[config.mk]
export PLATFORM = sky130hd
export DESIGN_NAME = chg_fetch_seq
export DESIGN_NICKNAME = d
export VERILOG_FILES = /design/src/rtl/chg_fetch_seq_pkg.sv /design/src/rtl/chg_rec_unpack.sv /design/src/rtl/chg_fetch_seq.sv
export SDC_FILE = /design/constraint.sdc
export NUM_CORES = 1
export LEC_CHECK = 0
export BUFFER_PORTS_ARGS = -buffer_cell sky130_fd_sc_hd__buf_2
export CAP_MARGIN = 20
export CORE_MARGIN = 1.5
export CORE_UTILIZATION = 45
export DETAILED_ROUTE_END_ITERATION = 10
export PLACE_DENSITY = 0.73
export SYNTH_ARGS = -nofsm -noshare
export SYNTH_HDL_FRONTEND = slang
export SYNTH_HIERARCHICAL = 1
export SYNTH_SLANG_ARGS = --single-unit
[constraint.sdc]
create_clock -name clock -period 3.61 [get_ports clock]
set_input_delay 0.361 -clock clock [delete_from_list [all_inputs] [get_ports clock]]
set_output_delay 0.361 -clock clock [all_outputs]
set_load 0.1 [all_outputs]
[src/rtl/chg_fetch_seq_pkg.sv]
// Shared definitions for the change-record fetch sequencer: FSM state
// encoding, record field layout and header count width.
package chg_fetch_seq_pkg;

  // Packed change record: row, col, real, img from MSB to LSB.
  localparam int REC_W  = 80;
  localparam int ROW_HI = 79;
  localparam int ROW_LO = 64;
  localparam int COL_HI = 63;
  localparam int COL_LO = 48;
  localparam int RE_HI  = 47;
  localparam int RE_LO  = 24;
  localparam int IM_HI  = 23;
  localparam int IM_LO  = 0;

  // The header word carries the record count in its low bits. The field is
  // wider than the address so that an oversized count can be seen and clamped.
  localparam int HDR_CNT_W = 16;

  typedef enum logic [2:0] {
    ST_IDLE    = 3'd0,
    ST_HDR_RD  = 3'd1,
    ST_HDR_CAP = 3'd2,
    ST_REC_RD  = 3'd3,
    ST_REC_CAP = 3'd4,
    ST_PRESENT = 3'd5,
    ST_DONE    = 3'd6
  } chg_state_e;

  // A pass is in flight in every state except the two resting states.
  function automatic logic state_is_busy(input chg_state_e s);
    return !((s == ST_IDLE) || (s == ST_DONE));
  endfunction

endpackage

[src/rtl/chg_rec_unpack.sv]
// Combinational slice of one packed change record into its four fields.
// No arithmetic: the fields are passed through bit for bit.
module chg_rec_unpack
  import chg_fetch_seq_pkg::*;
(
  input  logic [REC_W-1:0] word,
  output logic [15:0]      row,
  output logic [15:0]      col,
  output logic [23:0]      re,
  output logic [23:0]      im
);

  assign row = word[ROW_HI:ROW_LO];
  assign col = word[COL_HI:COL_LO];
  assign re  = word[RE_HI:RE_LO];
  assign im  = word[IM_HI:IM_LO];

endmodule

[src/rtl/chg_fetch_seq.sv]
// Change-record fetch sequencer. Reads the header count from SRAM word 0,
// then presents records 1..count one at a time, advancing on each rec_done
// from the Y write path, and raises all_done once the list is applied.
//
// Handshake: rec_valid high means the rec_* fields are stable and owned by
// the downstream stage. They stay frozen until a rising rec_done is seen in
// PRESENT; that edge drops rec_valid and releases the next record. rec_done
// outside PRESENT is ignored, and a rec_done held high counts only once.
module chg_fetch_seq
  import chg_fetch_seq_pkg::*;
#(
  parameter int ADDR_W = 11
) (
  input  logic              clock,
  input  logic              reset,
  input  logic              start,
  input  logic              abort,
  input  logic [REC_W-1:0]  chg_rdata,
  input  logic              rec_done,
  output logic [ADDR_W-1:0] chg_addr,
  output logic [15:0]       rec_row,
  output logic [15:0]       rec_col,
  output logic [23:0]       rec_real,
  output logic [23:0]       rec_img,
  output logic              rec_valid,
  output logic [ADDR_W-1:0] rec_index,
  output logic              busy,
  output logic              all_done,
  output chg_state_e        dbg_state
);

  // Largest record address; the count is clamped here so the address
  // increment can never wrap.
  localparam logic [ADDR_W-1:0] CNT_MAX = '1;

  chg_state_e        state;
  chg_state_e        state_next;
  logic [ADDR_W-1:0] count;
  logic              rec_done_q;

  // Control strobes decoded by the FSM for the datapath registers.
  logic              addr_clr;
  logic              hdr_load;
  logic              rec_load;
  logic              rec_adv;
  logic              rec_release;

  logic              done_rise;
  logic              last_rec;
  logic [HDR_CNT_W-1:0] hdr_cnt;
  logic              hdr_zero;
  logic [ADDR_W-1:0] hdr_clamped;

  logic [15:0]       unp_row;
  logic [15:0]       unp_col;
  logic [23:0]       unp_re;
  logic [23:0]       unp_im;

  chg_rec_unpack u_unpack (
    .word (chg_rdata),
    .row  (unp_row),
    .col  (unp_col),
    .re   (unp_re),
    .im   (unp_im)
  );

  assign done_rise   = rec_done & ~rec_done_q;
  assign last_rec    = (rec_index == count);
  assign hdr_cnt     = chg_rdata[HDR_CNT_W-1:0];
  assign hdr_zero    = (hdr_cnt == '0);
  assign hdr_clamped = (hdr_cnt > HDR_CNT_W'(CNT_MAX)) ? CNT_MAX
                                                       : hdr_cnt[ADDR_W-1:0];

  assign busy      = state_is_busy(state);
  assign all_done  = (state == ST_DONE);
  assign dbg_state = state;

  // State register.
  always_ff @(posedge clock or negedge reset) begin
    if (!reset) begin
      state <= ST_IDLE;
    end else begin
      state <= state_next;
    end
  end

  // Next-state decode and datapath strobes; abort overrides everything.
  always_comb begin
    state_next  = state;
    addr_clr    = 1'b0;
    hdr_load    = 1'b0;
    rec_load    = 1'b0;
    rec_adv     = 1'b0;
    rec_release = 1'b0;
    if (abort) begin
      state_next = ST_IDLE;
    end else begin
      case (state)
        ST_IDLE, ST_DONE: begin
          if (start) begin
            addr_clr   = 1'b1;
            state_next = ST_HDR_RD;
          end
        end
        ST_HDR_RD: begin
          state_next = ST_HDR_CAP;
        end
        ST_HDR_CAP: begin
          hdr_load   = 1'b1;
          state_next = hdr_zero ? ST_DONE : ST_REC_RD;
        end
        ST_REC_RD: begin
          state_next = ST_REC_CAP;
        end
        ST_REC_CAP: begin
          rec_load   = 1'b1;
          state_next = ST_PRESENT;
        end
        ST_PRESENT: begin
          if (done_rise) begin
            rec_release = 1'b1;
            if (last_rec) begin
              state_next = ST_DONE;
            end else begin
              rec_adv    = 1'b1;
              state_next = ST_REC_RD;
            end
          end
        end
        default: begin
          state_next = ST_IDLE;
        end
      endcase
    end
  end

  // Address, index and count registers; these keep their values on abort.
  always_ff @(posedge clock or negedge reset) begin
    if (!reset) begin
      chg_addr  <= '0;
      rec_index <= '0;
      count     <= '0;
    end else begin
      if (addr_clr) begin
        chg_addr <= '0;
      end
      if (hdr_load) begin
        count <= hdr_clamped;
        if (!hdr_zero) begin
          chg_addr  <= ADDR_W'(1);
          rec_index <= ADDR_W'(1);
        end
      end
      if (rec_adv) begin
        chg_addr  <= chg_addr + ADDR_W'(1);
        rec_index <= rec_index + ADDR_W'(1);
      end
    end
  end

  // Record field capture; fields hold until the next record is captured.
  always_ff @(posedge clock or negedge reset) begin
    if (!reset) begin
      rec_row  <= '0;
      rec_col  <= '0;
      rec_real <= '0;
      rec_img  <= '0;
    end else if (rec_load) begin
      rec_row  <= unp_row;
      rec_col  <= unp_col;
      rec_real <= unp_re;
      rec_img  <= unp_im;
    end
  end

  // rec_valid ownership flag plus the rec_done history for edge detection.
  always_ff @(posedge clock or negedge reset) begin
    if (!reset) begin
      rec_valid  <= 1'b0;
      rec_done_q <= 1'b0;
    end else begin
      rec_done_q <= rec_done;
      if (abort) begin
        rec_valid <= 1'b0;
      end else if (rec_load) begin
        rec_valid <= 1'b1;
      end else if (rec_release) begin
        rec_valid <= 1'b0;
      end
    end
  end

endmodule

==> impl_metrics.toml, run 1 <==
[run_status]
status = "completed"

[yosys]
synth_top_family_by_area = "multiplexers"
yosys_warnings = 6
ys_ff_latch = 118
synth_edf_count = 0
synth_compound_area_share_pct = 8.36
synthMuxAreaShare_pct = 16.2
synth.distinct_cells = 50
synth-main-ff-cell = "dfrtp_1"
synthXorXnorAreaFrac_pct = 2.13
synthAdderAreaFrac_pct = 0.434
synth-seq-area-share_pct = 51.2
yosys.area_share.simple_pct = 9.07
synth-async-reset-ratio_pct = 100
netlist_area_sq_um = 5760
netlist_instances = 481
syn_area_per_cell_sq_um = 12.0
syn-num-nets = 568

[clock_network]
holdBufCountCts = 1
ctsResizeCount = 0
cts_tree = "built"
htreeDepth = 4
cts_buffers = 17
clockRootBuffer = "clkbuf_16"
clk-insertion-delay-late_ps = 400
max-clock-path-buffers = 2
clk_pin_slew_ps = 60
cts_setup_buffers = 0
cts_sinks = 118

[die]
die_h_um = 116
die_width_um = 116
start_util_pct = 45.9
core-area_sq_um = 12600
pin_count = 193
num_rows = 41
design.die.area_sq_um = 13500

[setup_path]
cp-end-kind = "flop"
cp_max_fo = 18
arrival_ps = 2660
r2r_slack_ps = 1200
worstPathRequired_ps = 3860
critPathKind = "reg -> reg"
rr_worst_depth = 3
startpoint_type = "flop"

[finish]
nets = 685
final_common_cell = "buf_2"
drive_gt1_share_pct = 52.7
syn_to_final_growth_pct = 20.2
layout.cells.most_common_list = "buf_2, dfrtp_1, mux2_2"
antenna_cells = 0

[timing]
skew_ps = 7.62
max_freq_ghz = 0.416
fin_hold_ws_ps = 93.7
slew_viol_final = 0
hold_viol_final = 0
setup_viol = 0
relSlewSlack_pct = 51.2
fin_crit_ps = 2410
grt_setup_unrepaired = "false"
fin_crit_sh_pct = 66.6
tightest_slew_ps = 728
finalSetupTns_ps = 0

[drt]
wirelength_mm = 12.2
dr.pass1.iters = 4
met3_length_um = 929
drt_iter0_drc = 277
wirelength_met1_mm = 5.13
wl_met2_mm = 6.02
wl_per_cell_um = 15.6
via_per_inst = 5.10
route.vias.total = 3997
ant_nets = 0
maxUsedRoutingLayer = "met4"
drc_errors = 0

[min_path]
holdPathStages = 1
hold_class = "in -> reg"

[grt]
grt_start_max_net_pins = 75
grt_pass1_vias = 4069
gr-usage-all-layers_pct = 18.9
antenna_found_initial = 0
grt.overflow.total = 0
grt_pass1_wl_mm = 19.6

[placed_design]
portBuffers = 192
hpwl_mm = 8.92
gp_congestion = 0.838

[pwr]
leakagePower_nw = 3.33
ir_drop_mv = 0.766
p_per_area_nw_per_um2 = 1010

[flow_run]
max_cap_viol_count = 0
-- power breakdown --
part	total, mW	switching [mW]	internal [mW]
combinational	3.44	2.88	0.557
clock	1.68	0.584	1.09
sequential	1.90	0.206	1.69
total	7.02	3.67	3.34
-- final timing paths --
path,startpoint,to
worst max-delay path,dbg_state[0],chg_addr[9]
worst min-delay path,rec_done,rec_done_q
worst max register to register,dbg_state[0],chg_addr[9]
worst min register to register,rec_row[11],rec_row[11]
max in group asynchronous,reset,rec_img[3]
min in group asynchronous,reset,rec_real[0]
-- cell type report --
cell class | count | area, sq um
multi-input cells | 253 | 2090
inverters | 12 | 45.0
clock inverters | 14 | 159
flip-flops and latches | 118 | 2950
clock buffers | 18 | 439
repair buffers | 196 | 1020
fillers | 1082 | 5640
well taps | 172 | 215
-- stage by stage --
step	power (mW)	worst slack (ps)	utilization, %	cell area, sq um	instances
after detailed placement	5.37	1230	50.3	6320	750
after floorplan	4.86	727	-	5770	481
after global routing	7.26	1010	55.1	6930	783
after CTS	7.09	1230	55.1	6930	783
final	7.02	1200	55.1	6930	783
after global placement	5.33	1260	50.3	6320	750
-- critical path, stage by stage, from the launching register on --
cell and delay [ps]:
dfrtp_1 710, nand4_1 700, o211ai_2 640, o221ai_1 200
-- kinds of logic (layout without fill, tap and decap cells) --
group	count (synthesis)	after routing
buf+inv	110	240
simple gates	94	94
mux	83	83
flops	118	118
compound gates	60	60
fa+ha+maj	2	2
xor+xnor	14	14
-- sequential cells by signal, summed over array words and instances (netlist names) --
signal	count
rec_index	11
rec_done_q	1
rec_valid	1
rec_img	24
rec_row	16
dbg_state	3
rec_real	24
rec_col	16
chg_addr	11
count	11
-- synth_stat cells, types with 4 or more instances --
| cell | number | area (sq um) |
|---|---|---|
| mux2_2 | 81 | 912 |
| clkbuf_1 | 7 | 26.3 |
| and2_1 | 5 | 31.3 |
| o221ai_1 | 7 | 61.3 |
| xor2_1 | 12 | 105 |
| nor2b_1 | 4 | 25.0 |
| o211ai_1 | 5 | 37.5 |
| nand2_1 | 19 | 71.3 |
| a21oi_1 | 4 | 20.0 |
| dfrtp_1 | 118 | 2950 |
| or2_2 | 4 | 25.0 |
| inv_1 | 12 | 45.0 |
| nor2_1 | 12 | 45.0 |
| nand2b_1 | 7 | 43.8 |
| buf_2 | 11 | 55.1 |
| nor4_1 | 7 | 43.8 |
| nand3_1 | 9 | 45.0 |
| a211oi_1 | 4 | 30.0 |
| or4_1 | 4 | 30.0 |
| o22a_1 | 10 | 87.6 |
| buf_4 | 80 | 601 |
| nor3_1 | 4 | 20.0 |
| o21ai_0 | 10 | 50.1 |
| nand4_1 | 7 | 43.8 |
-- per-layer routing --
layer | GRT usage [%] | vias to the layer above
li1 | - | 1870
met1 | 22.0 | 1958
met2 | 30.4 | 153
met3 | 8.61 | 16
met4 | 8.05 | 0
met5 | 0 | -
Note: power is estimated with default switching activity, not from simulation.
==> inputs of run 2 (changes only) <==
- PLACE_DENSITY: 0.73 -> 0.75
- clock period: 3.61 -> 1.96 ns (I/O delays scaled with it)
==> run 2 against run 1 <==
Worst setup slack worse by 1200 ps. Final area is 5.0% higher. Clock power is 67% higher. The run now ends with setup timing left. Sequential share of layout area is 1.4 points lower. Flip-flop and latch count stayed put. Largest power group unchanged. Sequential power is 85% higher. Total power is 82% higher. Core utilization is 2.8 points higher. Non-clock buffer count is 29 higher. Clock skew is 1.9 ps lower. Die area stayed put. Wire length is 6.6% higher. Critical path type unchanged.
==> impl_metrics.toml, run 2 (synthesized netlist as in run 1, its figures left out) <==
[run_status]
status = "finished with violations"
violations = "setup timing"

[clock_network]
clk_pin_slew_ps = 50
clk-insertion-delay-late_ps = 410
cts_sinks = 118
cts_buffers = 17
max-clock-path-buffers = 2
htreeDepth = 4
cts_tree = "built"
clockRootBuffer = "clkbuf_16"

[setup_path]
startpoint_type = "flop"
startpoint = "rec_index[8]"
r2r-end = "rec_index[2]"
worstPathRequired_ps = 2300
arrival_ps = 2340
critPathKind = "reg -> reg"
rr_worst_depth = 6
r2r_start = "rec_index[8]"
cp_max_fo = 8
r2r_slack_ps = -40
endpoint = "rec_index[2]"
cp-end-kind = "flop"

[timing]
finalSetupTns_ps = -140
relSlewSlack_pct = 66.2
fin_crit_sh_pct = 102
hold_viol_final = 0
slew_viol_final = 0
skew_ps = 5.74
max_freq_ghz = 0.500
setup_viol = 5
tightest_slew_ps = 511
timing.final.ws_setup_ps = -39.6
fin_crit_ps = 2000
grt_setup_unrepaired = "true"

[pwr]
p_per_area_nw_per_um2 = 1750
ir_drop_mv = 1.80
netSwitchingFraction_pct = 52.9
p_clk_share_pct = 22.1
internal-power_mw = 6.01
leakagePower_nw = 3.44
pwr-share-comb_pct = 50.4
power_switching_mw = 6.75
pwr-share-seq_pct = 27.6

[drt]
wl_per_cell_um = 16.1
drt_iter0_drc = 184
route.vias.total = 4119
dr.pass1.iters = 4
drc_errors = 0
ant_nets = 0
via_per_inst = 5.09
wirelength_mm = 13.0

[die]
num_rows = 41
design.die.area_sq_um = 13500
die_h_um = 116
pin_count = 193
die_width_um = 116
start_util_pct = 45.9
core-area_sq_um = 12600

[grt]
grt_pass1_wl_mm = 20.7
grt_start_max_net_pins = 69
grt.overflow.total = 0
antenna_found_initial = 0
gr-usage-all-layers_pct = 20.0
grt_pass1_vias = 4268

[placed_design]
gp_congestion = 0.820
portBuffers = 192
hpwl_mm = 9.40
post-place-ws_ps = -122

[finish]
antenna_cells = 0
layout.cells.most_common_list = "buf_2, dfrtp_1, mux2_2"
layout_top_registers = "rec_img x24, rec_real x24"
syn_to_final_growth_pct = 26.2
nets = 714
drive_gt1_share_pct = 57.0
final_util_pct = 57.9
final_common_cell = "buf_2"

[min_path]
hold_class = "in -> reg"
holdPathStages = 2

[flow_run]
max_cap_viol_count = 0
==> run 2: cell count changes in the layout (fill, tap and decap cells not counted), moves of 3 or more <==
cell / delta
buf_12: +3
buf_4: +17
clkbuf_1: +5
clkinv_2: -4
clkinvlp_4: -3
dfrtp_1: -21
dfrtp_2: +13
dfrtp_4: +8
dlygate4sd3_1: +9
nand2b_1: -3
o21ai_0: -3
o21ai_1: +3
==> run 2: layout make-up <==
cell class	instances	area, sq um
repair buffers	225	1310
multi-input cells	253	2180
clock inverters	4	47.5
clock buffers	25	485
flip-flops and latches	118	3000
inverters	12	45.0
well taps	172	215
fillers	989	5290
==> run 2: power by group through the flow <==
stage | logic [mW] | registers, mW | clock network (mW)
after floorplan | 0.910 | 8.07 | 0
after global placement | 6.36 | 3.50 | 0
after detailed placement | 6.41 | 3.55 | 0
after CTS | 6.44 | 3.52 | 2.90
after global routing | 6.60 | 3.60 | 3.00
final | 6.43 | 3.52 | 2.81
==> run 2: worst min path at each step <==
stage | start | endpoint | slack (ps)
after floorplan | reset | chg_addr[0] | -100
after global placement | reset | rec_img[19] | 210
after detailed placement | reset | rec_img[19] | 210
after CTS | chg_rdata[43] | rec_real[19] | 0.2
after global routing | chg_rdata[43] | rec_real[19] | 0.2
final | chg_rdata[28] | rec_real[4] | 20
==> run 2: per-stage QoR <==
stage | cells | hold WS [ps] | power (mW) | cell area (sq um)
after CTS | 804 | 0.226 | 12.9 | 7200
after global placement | 765 | 211 | 9.86 | 6560
final | 809 | 21.0 | 12.8 | 7270
after global routing | 809 | 0.245 | 13.2 | 7270
after floorplan | 481 | -99.6 | 8.98 | 5900
after detailed placement | 765 | 211 | 9.96 | 6560
==> run 2: layer usage <==
layer | part of all wire [%] | wire length (um) | GRT usage, %
met1 | 42 | 5490 | 24.4
met2 | 50 | 6530 | 32.4
met3 | 7.0 | 909 | 7.16
met4 | 0.89 | 116 | 8.37
met5 | 0 | 0 | 0
==> run 2: worst max-delay path, cell delays in order (launching register included) <==
cell	delay (ps)
dfrtp_4	510
xor2_2	170
nor4_4	370
nand4_1	200
buf_6	190
a21boi_4	280
a221o_1	210
==> run 2: repair_timing <==
action	in CTS	in global routing
endpoints found under the hold margin	127	0
pin swaps	0	9
setup buffers	0	5
endpoints found under the setup margin	11	21
gates resized for setup	2	8
hold buffers	10	0
